## src/rtl/unidad_pc_fetch.sv

```systemverilog
// unidad_pc_fetch: program counter and instruction-fetch sequencer.
// Computes the next fetch address from sequential increment, branch or jump redirects,
// runs the imem_req/imem_ack handshake and reports each delivered instruction's PC.
//
// Ports:
//   clk, rst_n                 clock, synchronous active-low reset
//   stall                      hold: no new fetch is launched after the current ack
//   imem_req, imem_addr        fetch request and byte address (stable until ack)
//   imem_ack                   memory accepted the request and returned data
//   branch_valid/base/offset   taken-branch redirect (target = base + offset)
//   jump_valid/jump_index      J-format redirect, wins over a simultaneous branch
//   pc_out, pc_plus4           PC (and PC+4) of the instruction on the ack cycle
//   instr_valid                combinational from imem_ack; low for wrong-path data
//
// Build option: define BRANCH_DELAY_SLOT_EN for MIPS delay-slot semantics (one extra
// sequential fetch is delivered before the redirect target, nothing is squashed).
module unidad_pc_fetch #(
    parameter logic [31:0] RESET_PC = 32'h0000_0000,
    parameter int unsigned PC_STEP  = 4
) (
    input  logic        clk,
    input  logic        rst_n,
    input  logic        stall,
    output logic        imem_req,
    output logic [31:0] imem_addr,
    input  logic        imem_ack,
    input  logic        branch_valid,
    input  logic [31:0] branch_base,
    input  logic [31:0] branch_offset,
    input  logic        jump_valid,
    input  logic [25:0] jump_index,
    output logic [31:0] pc_out,
    output logic [31:0] pc_plus4,
    output logic        instr_valid
);

    localparam logic [1:0] S_IDLE = 2'd0;
    localparam logic [1:0] S_REQ  = 2'd1;
    localparam logic [1:0] S_HOLD = 2'd2;

    localparam logic [31:0] STEP = 32'(PC_STEP);

    logic [1:0]  state, state_next;
    logic [31:0] pc_reg, pc_next;
    logic        req_reg;
    logic        pend, pend_next;
    logic [31:0] pend_tgt, tgt_next;
    logic        redir;
    logic [31:0] target;
    logic [31:0] pc_seq;
`ifdef BRANCH_DELAY_SLOT_EN
    // set while the instruction currently outstanding still precedes the delay slot
    logic        slot_left, slot_next;
`endif

    // redirect target: jump has priority over branch
    always_comb begin
        redir  = jump_valid | branch_valid;
        pc_seq = pc_reg + STEP;
        if (jump_valid) begin
            target = {branch_base[31:28], jump_index, 2'b00};
        end else begin
            target = branch_base + branch_offset;
        end
    end

    // next-state, next-PC and delivery decision
    always_comb begin
        state_next  = state;
        pc_next     = pc_reg;
        pend_next   = pend;
        tgt_next    = pend_tgt;
        instr_valid = 1'b0;
`ifdef BRANCH_DELAY_SLOT_EN
        slot_next   = slot_left;
`endif
        case (state)
            S_IDLE: begin
                state_next = S_REQ;
                if (redir) pc_next = target;
            end
            S_REQ: begin
                if (!imem_ack) begin
                    // address must not move mid-handshake: park the redirect
                    if (redir) begin
                        pend_next = 1'b1;
                        tgt_next  = target;
`ifdef BRANCH_DELAY_SLOT_EN
                        slot_next = pend ? slot_left : 1'b1;
`endif
                    end
                end else begin
                    state_next = stall ? S_HOLD : S_REQ;
`ifdef BRANCH_DELAY_SLOT_EN
                    instr_valid = 1'b1;
                    if (redir) begin
                        pc_next   = pc_seq;
                        pend_next = 1'b1;
                        tgt_next  = target;
                        slot_next = 1'b0;
                    end else if (pend && slot_left) begin
                        pc_next   = pc_seq;
                        slot_next = 1'b0;
                    end else if (pend) begin
                        pc_next   = pend_tgt;
                        pend_next = 1'b0;
                    end else begin
                        pc_next   = pc_seq;
                    end
`else
                    instr_valid = !(pend || redir);
                    pend_next   = 1'b0;
                    if (redir) begin
                        pc_next = target;
                    end else if (pend) begin
                        pc_next = pend_tgt;
                    end else begin
                        pc_next = pc_seq;
                    end
`endif
                end
            end
            S_HOLD: begin
                // nothing outstanding, so a redirect takes effect immediately
                if (redir) begin
                    pc_next   = target;
                    pend_next = 1'b0;
                end
                if (!stall) state_next = S_REQ;
            end
            default: state_next = S_IDLE;
        endcase
    end

    // state and PC registers
    always_ff @(posedge clk) begin
        if (!rst_n) begin
            state    <= S_IDLE;
            pc_reg   <= RESET_PC;
            req_reg  <= 1'b0;
            pend     <= 1'b0;
            pend_tgt <= RESET_PC;
`ifdef BRANCH_DELAY_SLOT_EN
            slot_left <= 1'b0;
`endif
        end else begin
            state    <= state_next;
            pc_reg   <= pc_next;
            req_reg  <= (state_next == S_REQ);
            pend     <= pend_next;
            pend_tgt <= tgt_next;
`ifdef BRANCH_DELAY_SLOT_EN
            slot_left <= slot_next;
`endif
        end
    end

    assign imem_req  = req_reg;
    assign imem_addr = pc_reg;
    assign pc_out    = pc_reg;
    assign pc_plus4  = pc_reg + STEP;

endmodule

```

## config.mk

```make
export PLATFORM = sky130hd
export DESIGN_NAME = unidad_pc_fetch
export DESIGN_NICKNAME = d
export VERILOG_FILES = /design/src/rtl/unidad_pc_fetch.sv
export SDC_FILE = /design/constraint.sdc
export NUM_CORES = 1
export LEC_CHECK = 0
export CAP_MARGIN = 10
export CORE_ASPECT_RATIO = 1.25
export CORE_MARGIN = 5
export CORE_UTILIZATION = 42
export DETAILED_ROUTE_END_ITERATION = 12
export PLACE_DENSITY_LB_ADDON = 0.1
export SYNTH_ARGS = -nofsm -noshare
export SYNTH_HDL_FRONTEND = slang
export SYNTH_SLANG_ARGS = --single-unit
```

## constraint.sdc

```tcl
create_clock -name clk -period 3.2 [get_ports clk]
set_input_delay 0.48 -clock clk [delete_from_list [all_inputs] [get_ports clk]]
set_output_delay 0.48 -clock clk [all_outputs]
set_load 0.05 [all_outputs]
```

==> key figures, run 1 <==
Run status
  • Status: completed

Power and ir drop
  • Net switching power: 1649 uW
  • Static Leak: 0.003575 uW
  • Part of the power in registers: 25.4%
  • VDD IR max: 0.2730 mV
  • PD cells: 472.6 nW/um^2
  • Switch share: 40.74%
  • Clock power frac: 26.5%
  • Pint: 2398 uW
  • Gate power share: 48.2%

STA
  • RSZ-0062 raised after global routing: no
  • Max-slew violation count: 0
  • Worst slew margin: 34.18%
  • Hold_ws: 0.4456 ns
  • Fin crit period: 3.101 ns
  • Worst-Margin Slew: 0.9873 ns
  • Final period util: 96.91%
  • Final setup viols: 0
  • Worst setup margin: 0.09883 ns
  • Final hold viol count: 0
  • Worst Skew: 0.005886 ns
  • Fmax: 322.5 MHz

Place
  • Placer congestion estimate: 0.8813
  • Post-DP Area: 8222 um^2
  • Setup WS pre-CTS: -0.1776 ns
  • Final HPWL DP: 16380 um
  • Buffers on Ports: 193

Global route
  • Global-route wire length before repair: 32840 um
  • Largest net degree at the start of global routing: 54
  • Number of global-route vias before repair: 6408
  • Number of antenna violations at the first check in global routing: 0
  • Grt ovf: 0
  • GRT Util Overall: 24.84%

Drt
  • ANT nets after route: 0
  • Routed length per instance: 18.09 um
  • Detailed Route Iter0 Violations: 445
  • DRC Markers: 0
  • Pre-Repair DR Iteration Count: 5
  • Avg Vias per Cell: 5.666
  • Total wire length: 21290 um
  • Vias: 6669

Yosys
  • Distinct cells, synth: 60
  • Sequential fraction of the synthesis area: 23.20%
  • FFs w/ async S/R, synth: 0%
  • Avg Inst Size Synth: 7.343 um^2
  • Post-synth EDFFs: 0
  • Synth area leader: dfxtp_1
  • Post-Synthesis Cells: 799
  • Dominant cells by area after synthesis: dfxtp_1 23%, ha_1 6.8%, o21ai_0 6.0%, nor2_1 5.5%, xnor2_1 5.4%
  • Synth Flop Type: dfxtp_1
  • Syn Nets: 928
  • Synth top area share: 23.20%
  • Post-Syn Area: 5867 um^2
  • Yosys Warn Count: 0
  • Yosys reg bits: 68

Worst setup path
  • CP Launch Type: register
  • Crit path kind: register to output port
  • Crit. End Element: output port
  • Slack of the worst reg-to-reg path: 0.54 ns
  • CP required: 2.72 ns
  • Worst r2r src: imem_addr[5]$_SDFFE_PN0P_
  • CP startpoint: imem_addr[3]$_SDFFE_PN0P_
  • Worst Path Max Fanout: 7
  • Crit path DAT: 2.62 ns

Die
  • Row cnt: 48
  • Initial core utilization: 42.66%
  • Chip width: 115.7 um
  • DIE AREA: 16450 um^2
  • # IOs: 194
  • Die Y: 142.1 um
  • Total core area: 13750 um^2

Finish
  • Antenna diodes: 0
  • Layout area overhead: 45.96%
  • Layout cells sized above 1: 12.97%
  • Post-route cell area: 8563 um^2
  • Fin util: 62.26%
  • Layout Nets: 1126

Clocking
  • CTS Buffer Depth: 2
  • Clk sinks: 68
  • CTS buffer count: 9
  • Worst skew pair latency: 0.34 ns
  • CTS tree: done
  • Clock slew seen by the registers of the worst setup and hold paths: 0.05 ns
  • Root Buffer Master: clkbuf_16
  • Hold_buf cts: 0
  • H-tree Lvls: 3

Min path
  • Type of the worst min-delay path: register to register
  • HP Start: pend_tgt[15]$_SDFFE_PN0P_

Job
  • Number of max-cap violations: 0
flip-flops by register name, indices dropped and copies added (netlist names):
signal,count
imem_addr,32
pend_tgt,32
state,2
imem_req,1
pend,1
synth_stat cells, drive strengths merged (2+ instances only):
master	n
or4	2
nor4	2
a211oi	17
nor3	28
and3	10
or3	4
mux2i	22
xnor2	36
o21ai	81
o221a	3
ha	32
and4	6
a211o	2
o2111ai	2
o21a	7
o21bai	2
inv	12
a31oi	17
nand3	30
nor2	86
o211a	5
dfxtp	68
clkbuf	41
o211ai	17
nand4	12
and2	8
nand2	73
nand2b	10
o22ai	3
xor2	19
a311oi	5
nor2b	6
a221oi	4
buf	41
a41oi	2
a21oi	59
a21o	12
routing by layer:
metal,track usage [%],part of all wire (%),vias to the layer above
met5,0,0,-
met4,6.048,1.4,0
met3,4.594,6.4,27
met2,41.74,48,249
met1,32.94,44,3139
li1,-,-,3254
cells in the final DEF, fill, tap and decap left out, types with 3 or more instances in the layout:
cell type        count
clkdlybuf4s50_1    170
buf_4               87
nor2_1              86
nand2_1             73
o21ai_0             69
dfxtp_1             67
a21oi_1             58
xnor2_1             35
ha_1                32
nand3_1             30
nor3_1              27
mux2i_1             22
xor2_1              18
a31oi_1             17
o211ai_1            17
a211oi_1            16
inv_1               12
nand4_1             12
a21o_1              11
o21ai_1             10
and3_1              10
nand2b_1            10
clkbuf_16            9
buf_12               9
and2_1               7
o21a_1               7
and4_1               6
a311oi_1             5
o211a_1              5
nor2b_1              5
a221oi_1             4
or3_1                4
o22ai_1              3
clkinv_2             3
path summary, 6_finish.rpt:
check / end / cells past startpoint
setup / recovery: pc_plus4[14] / 5
setup reg to reg: imem_addr[25]$_SDFFE_PN0P_ / 9
hold reg to reg: pend_tgt[15]$_SDFFE_PN0P_ / 2
hold / removal: pend_tgt[15]$_SDFFE_PN0P_ / 2
through the flow:
stage          setup TNS, ns  power, uW  instances
5_1_grt                    0       4210       1177
6_report                   0       4047       1177
3_5_place_dp          -2.449       2977       1161
3_3_place_gp         -0.6861       2958       1161
2_1_floorplan              0       2264        799
4_1_cts                    0       4044       1177
power groups by stage:
stage                     Sequential (uW)  Combinational [uW]  Clock [uW]
after floorplan                      1200                1070           0
after global placement               1040                1920           0
after detailed placement             1040                1930           0
after CTS                            1030                1940        1080
after global routing                 1040                2060        1110
final                                1030                1950        1070
cell type report:
| type | count | area, um^2 |
|---|---|---|
| clock buffer | 11 | 242.7 |
| fill | 1267 | 5190 |
| sequential | 68 | 1363 |
| clock inverter | 5 | 75.07 |
| inverter | 13 | 48.80 |
| timing repair buffer | 269 | 2565 |
| tap | 175 | 219.0 |
| multi-input combinational | 636 | 4050 |
kinds of logic (layout without fill, tap and decap cells):
group                      Yosys count  in the layout  synth area share, %
AOI/OAI and AO/OA                  246            246                26.94
xor gates and xnor gates            55             55                8.211
adders and majority gates           33             33                7.166
buffers and inverters               95            298                8.339
DFF                                 68             68                23.20
muxes                               23             23                3.945
and+or+nand+nor                    279            279                22.20
worst max-delay path: stages, from the launching register on:
cell and delay, ns:
dfxtp_1 0.45, ha_1 0.30, and3_1 0.35, nand4_1 0.15
xnor2_1 0.20, clkdlybuf4s50_1 0.83
repair_timing:
action | 4_1_cts | 5_1_grt
setup endpoints to repair | 0 | 15
gates resized for setup | 0 | 8
setup buffers | 0 | 0
Power figures use the tool's default switching activity.
==> run 2: changes to the inputs <==
==> constraint.sdc (replaced) <==
create_clock -name clk -period 3.3 [get_ports clk]
set_input_delay 0.495 -clock clk [delete_from_list [all_inputs] [get_ports clk]]
set_output_delay 0.495 -clock clk [all_outputs]
set_load 0.05 [all_outputs]
==> run 2 against run 1 <==
  * Hold slack better by 0.0024 ns
  * Combinational power down 8%
  * Largest power group unchanged
  * Via count down 2.5%
  * Cell count down 2.5%
  * Critical endpoint unchanged
  * Power down 2.6%
  * Largest cell class unchanged
  * Clock power up 7%
  * Count of clock-buffer cells in the layout unchanged
==> key figures, run 2 (synthesis results as in run 1) <==
Worst setup path
  • Crit path kind: register to output port
  • Crit. End Element: output port
  • Worst Path Max Fanout: 9 (+2)
  • CP Launch Type: register
  • CP required: 2.80 ns (+0.08 ns)
  • Crit path DAT: 2.66 ns (+0.04 ns)
  • Slack of the worst reg-to-reg path: 0.72 ns (+0.18 ns)

Die
  • Die Y: 142.1 um (unchanged)
  • Row cnt: 48 (unchanged)
  • # IOs: 194 (unchanged)
  • Initial core utilization: 42.66% (unchanged)
  • Chip width: 115.7 um (unchanged)
  • DIE AREA: 16450 um^2 (unchanged)
  • Total core area: 13750 um^2 (unchanged)

Power and ir drop
  • PD cells: 473.3 nW/um^2 (+0.16%)
  • Net switching power: 1573 uW (-4.6%)
  • Switch share: 39.91% (-0.83 points)
  • VDD IR max: 0.2937 mV (+7.6%)
  • Part of the power in registers: 25.4% (about the same)
  • Static Leak: 0.003481 uW (-2.6%)
  • Pint: 2368 uW (-1.2%)
  • Clock power frac: 29.1% (+2.6 points)
  • Gate power share: 45.5% (-2.7 points)

Clocking
  • CTS Buffer Depth: 2 (unchanged)
  • CTS tree: done
  • Worst skew pair latency: 0.33 ns (about the same)
  • Root Buffer Master: clkbuf_16
  • Clk sinks: 68 (unchanged)
  • Clock slew seen by the registers of the worst setup and hold paths: 0.06 ns (about the same)
  • Hold_buf cts: 0 (unchanged)
  • H-tree Lvls: 3 (unchanged)
  • CTS buffer count: 9 (unchanged)

Drt
  • Routed length per instance: 17.59 um (-2.7%)
  • Total wire length: 20170 um (-5.2%)
  • DRC Markers: 0 (unchanged)
  • Avg Vias per Cell: 5.671 (about the same)
  • Detailed Route Iter0 Violations: 465 (+4.5%)
  • Vias: 6505 (-2.5%)
  • Pre-Repair DR Iteration Count: 5 (unchanged)
  • ANT nets after route: 0 (unchanged)

Run status
  • Status: completed

STA
  • Final period util: 95.56%
  • Worst slew margin: 37.30% (+3.1 points)
  • Final setup viols: 0 (unchanged)
  • Fmax: 317.1 MHz
  • Fin crit period: 3.153 ns
  • RSZ-0062 raised after global routing: no
  • Hold_ws: 0.4480 ns (+0.002405 ns)
  • Worst-Margin Slew: 0.9395 ns (-0.04784 ns)
  • Max-slew violation count: 0 (unchanged)
  • Final hold viol count: 0 (unchanged)
  • Worst setup margin: 0.1466 ns (+0.04780 ns)
  • Fin Setup TNS: 0 ns (unchanged)
  • Worst Skew: 0.005842 ns (-0.00004360 ns)

Place
  • Final HPWL DP: 15890 um (-3.0%)
  • Placer congestion estimate: 0.9134 (+3.6%)
  • Buffers on Ports: 193 (unchanged)
  • Setup WS pre-CTS: -0.1847 ns (-0.007090 ns)

Global route
  • Number of antenna violations at the first check in global routing: 1 (+1)
  • Grt ovf: 0 (unchanged)
  • Largest net degree at the start of global routing: 53 (-1.9%)
  • Global-route wire length before repair: 31520 um (-4.0%)
  • GRT Util Overall: 23.66% (-1.2 points)
  • Number of global-route vias before repair: 6126 (-4.4%)

Job
  • Number of max-cap violations: 0 (unchanged)

Finish
  • Most frequent cells in the layout: 171 x clkdlybuf4s50_1, 86 x nor2_1, 73 x nand2_1
  • Fin util: 60.54% (-1.7 points)
  • Layout cells sized above 1: 9.362% (-3.6 points)
  • Most common cell after layout, fill and taps aside: clkdlybuf4s50_1
  • Layout Nets: 1096 (-2.7%)
  • Layout area overhead: 41.93%
  • Antenna diodes: 0 (unchanged)

Min path
  • Type of the worst min-delay path: register to register
run 2: cell types whose count changed in the layout (fill, tap and decap cells not counted), moves of 2 or more:
cell	before	now
clkinv_4	0	2
clkinv_2	3	0
dlymetal6s2s_1	2	7
buf_12	9	4
buf_4	87	56
run 2: per-layer routing:
metal	track usage (%)	wire length, um	share of wire (%)
met1	31.34	8766	43
met2	40.06	9448	47
met3	3.403	1547	7.7
met4	6.597	397	2.0
met5	0	14	0.069
run 2: final cells by class:
class	instances	area (um^2)
fillers	1271	5426
clock buffers	11	252.7
multi-input cells	636	4033
clock inverters	5	107.6
inverters	13	48.80
well taps	175	219.0
repair buffers	239	2305
flip-flops and latches	68	1361
run 2: stage by stage:
stage | std cells | cell area (um^2) | power (uW)
finish | 1147 | 8327 | 3941
global route | 1147 | 8327 | 4114
CTS | 1146 | 8294 | 3950
detailed placement | 1130 | 7934 | 2805
global placement | 1130 | 7934 | 2789
floorplan | 799 | 5867 | 2194
run 2: worst max-delay path, cell delays in order (launching register included):
cell and delay [ns]:
dfxtp_1 0.49, ha_1 0.30, and3_1 0.36, nand4_1 0.15, xnor2_1 0.20, clkdlybuf4s50_1 0.83
run 2: path summary, 6_finish.rpt:
check                            startpoint  cells past startpoint                          to
hold / removal    pend_tgt[22]$_SDFFE_PN0P_                      2   pend_tgt[22]$_SDFFE_PN0P_
setup reg to reg  imem_addr[5]$_SDFFE_PN0P_                     10  imem_addr[25]$_SDFFE_PN0P_
setup / recovery  imem_addr[2]$_SDFFE_PN0P_                      5                pc_plus4[14]
hold reg to reg   pend_tgt[22]$_SDFFE_PN0P_                      2   pend_tgt[22]$_SDFFE_PN0P_
run 2: repair_timing:
action / CTS / global route
endpoints found under the setup margin: 0 / 15
buffers inserted: 0 / 1
gates resized for setup: 0 / 9
endpoints found under the hold margin: 0 / 0
run 2: power groups by stage:
stage / combinational (uW) / sequential [uW] / clock [uW]
2_1_floorplan: 1030 / 1160 / 0
3_3_place_gp: 1780 / 1010 / 0
3_5_place_dp: 1790 / 1020 / 0
4_1_cts: 1790 / 998 / 1160
5_1_grt: 1900 / 1010 / 1200
6_report: 1790 / 1000 / 1150
==> run 3: changes to the inputs <==
--- a/config.mk
+++ b/config.mk
@@ -5,7 +5,7 @@
 export SDC_FILE = /design/constraint.sdc
 export NUM_CORES = 1
 export LEC_CHECK = 0
-export CAP_MARGIN = 10
+export CAP_MARGIN = 0
 export CORE_ASPECT_RATIO = 1.25
 export CORE_MARGIN = 5
 export CORE_UTILIZATION = 42
==> results of run 3 <==
Same layout as run 2: the final DEF is identical, and so are final timing and power.
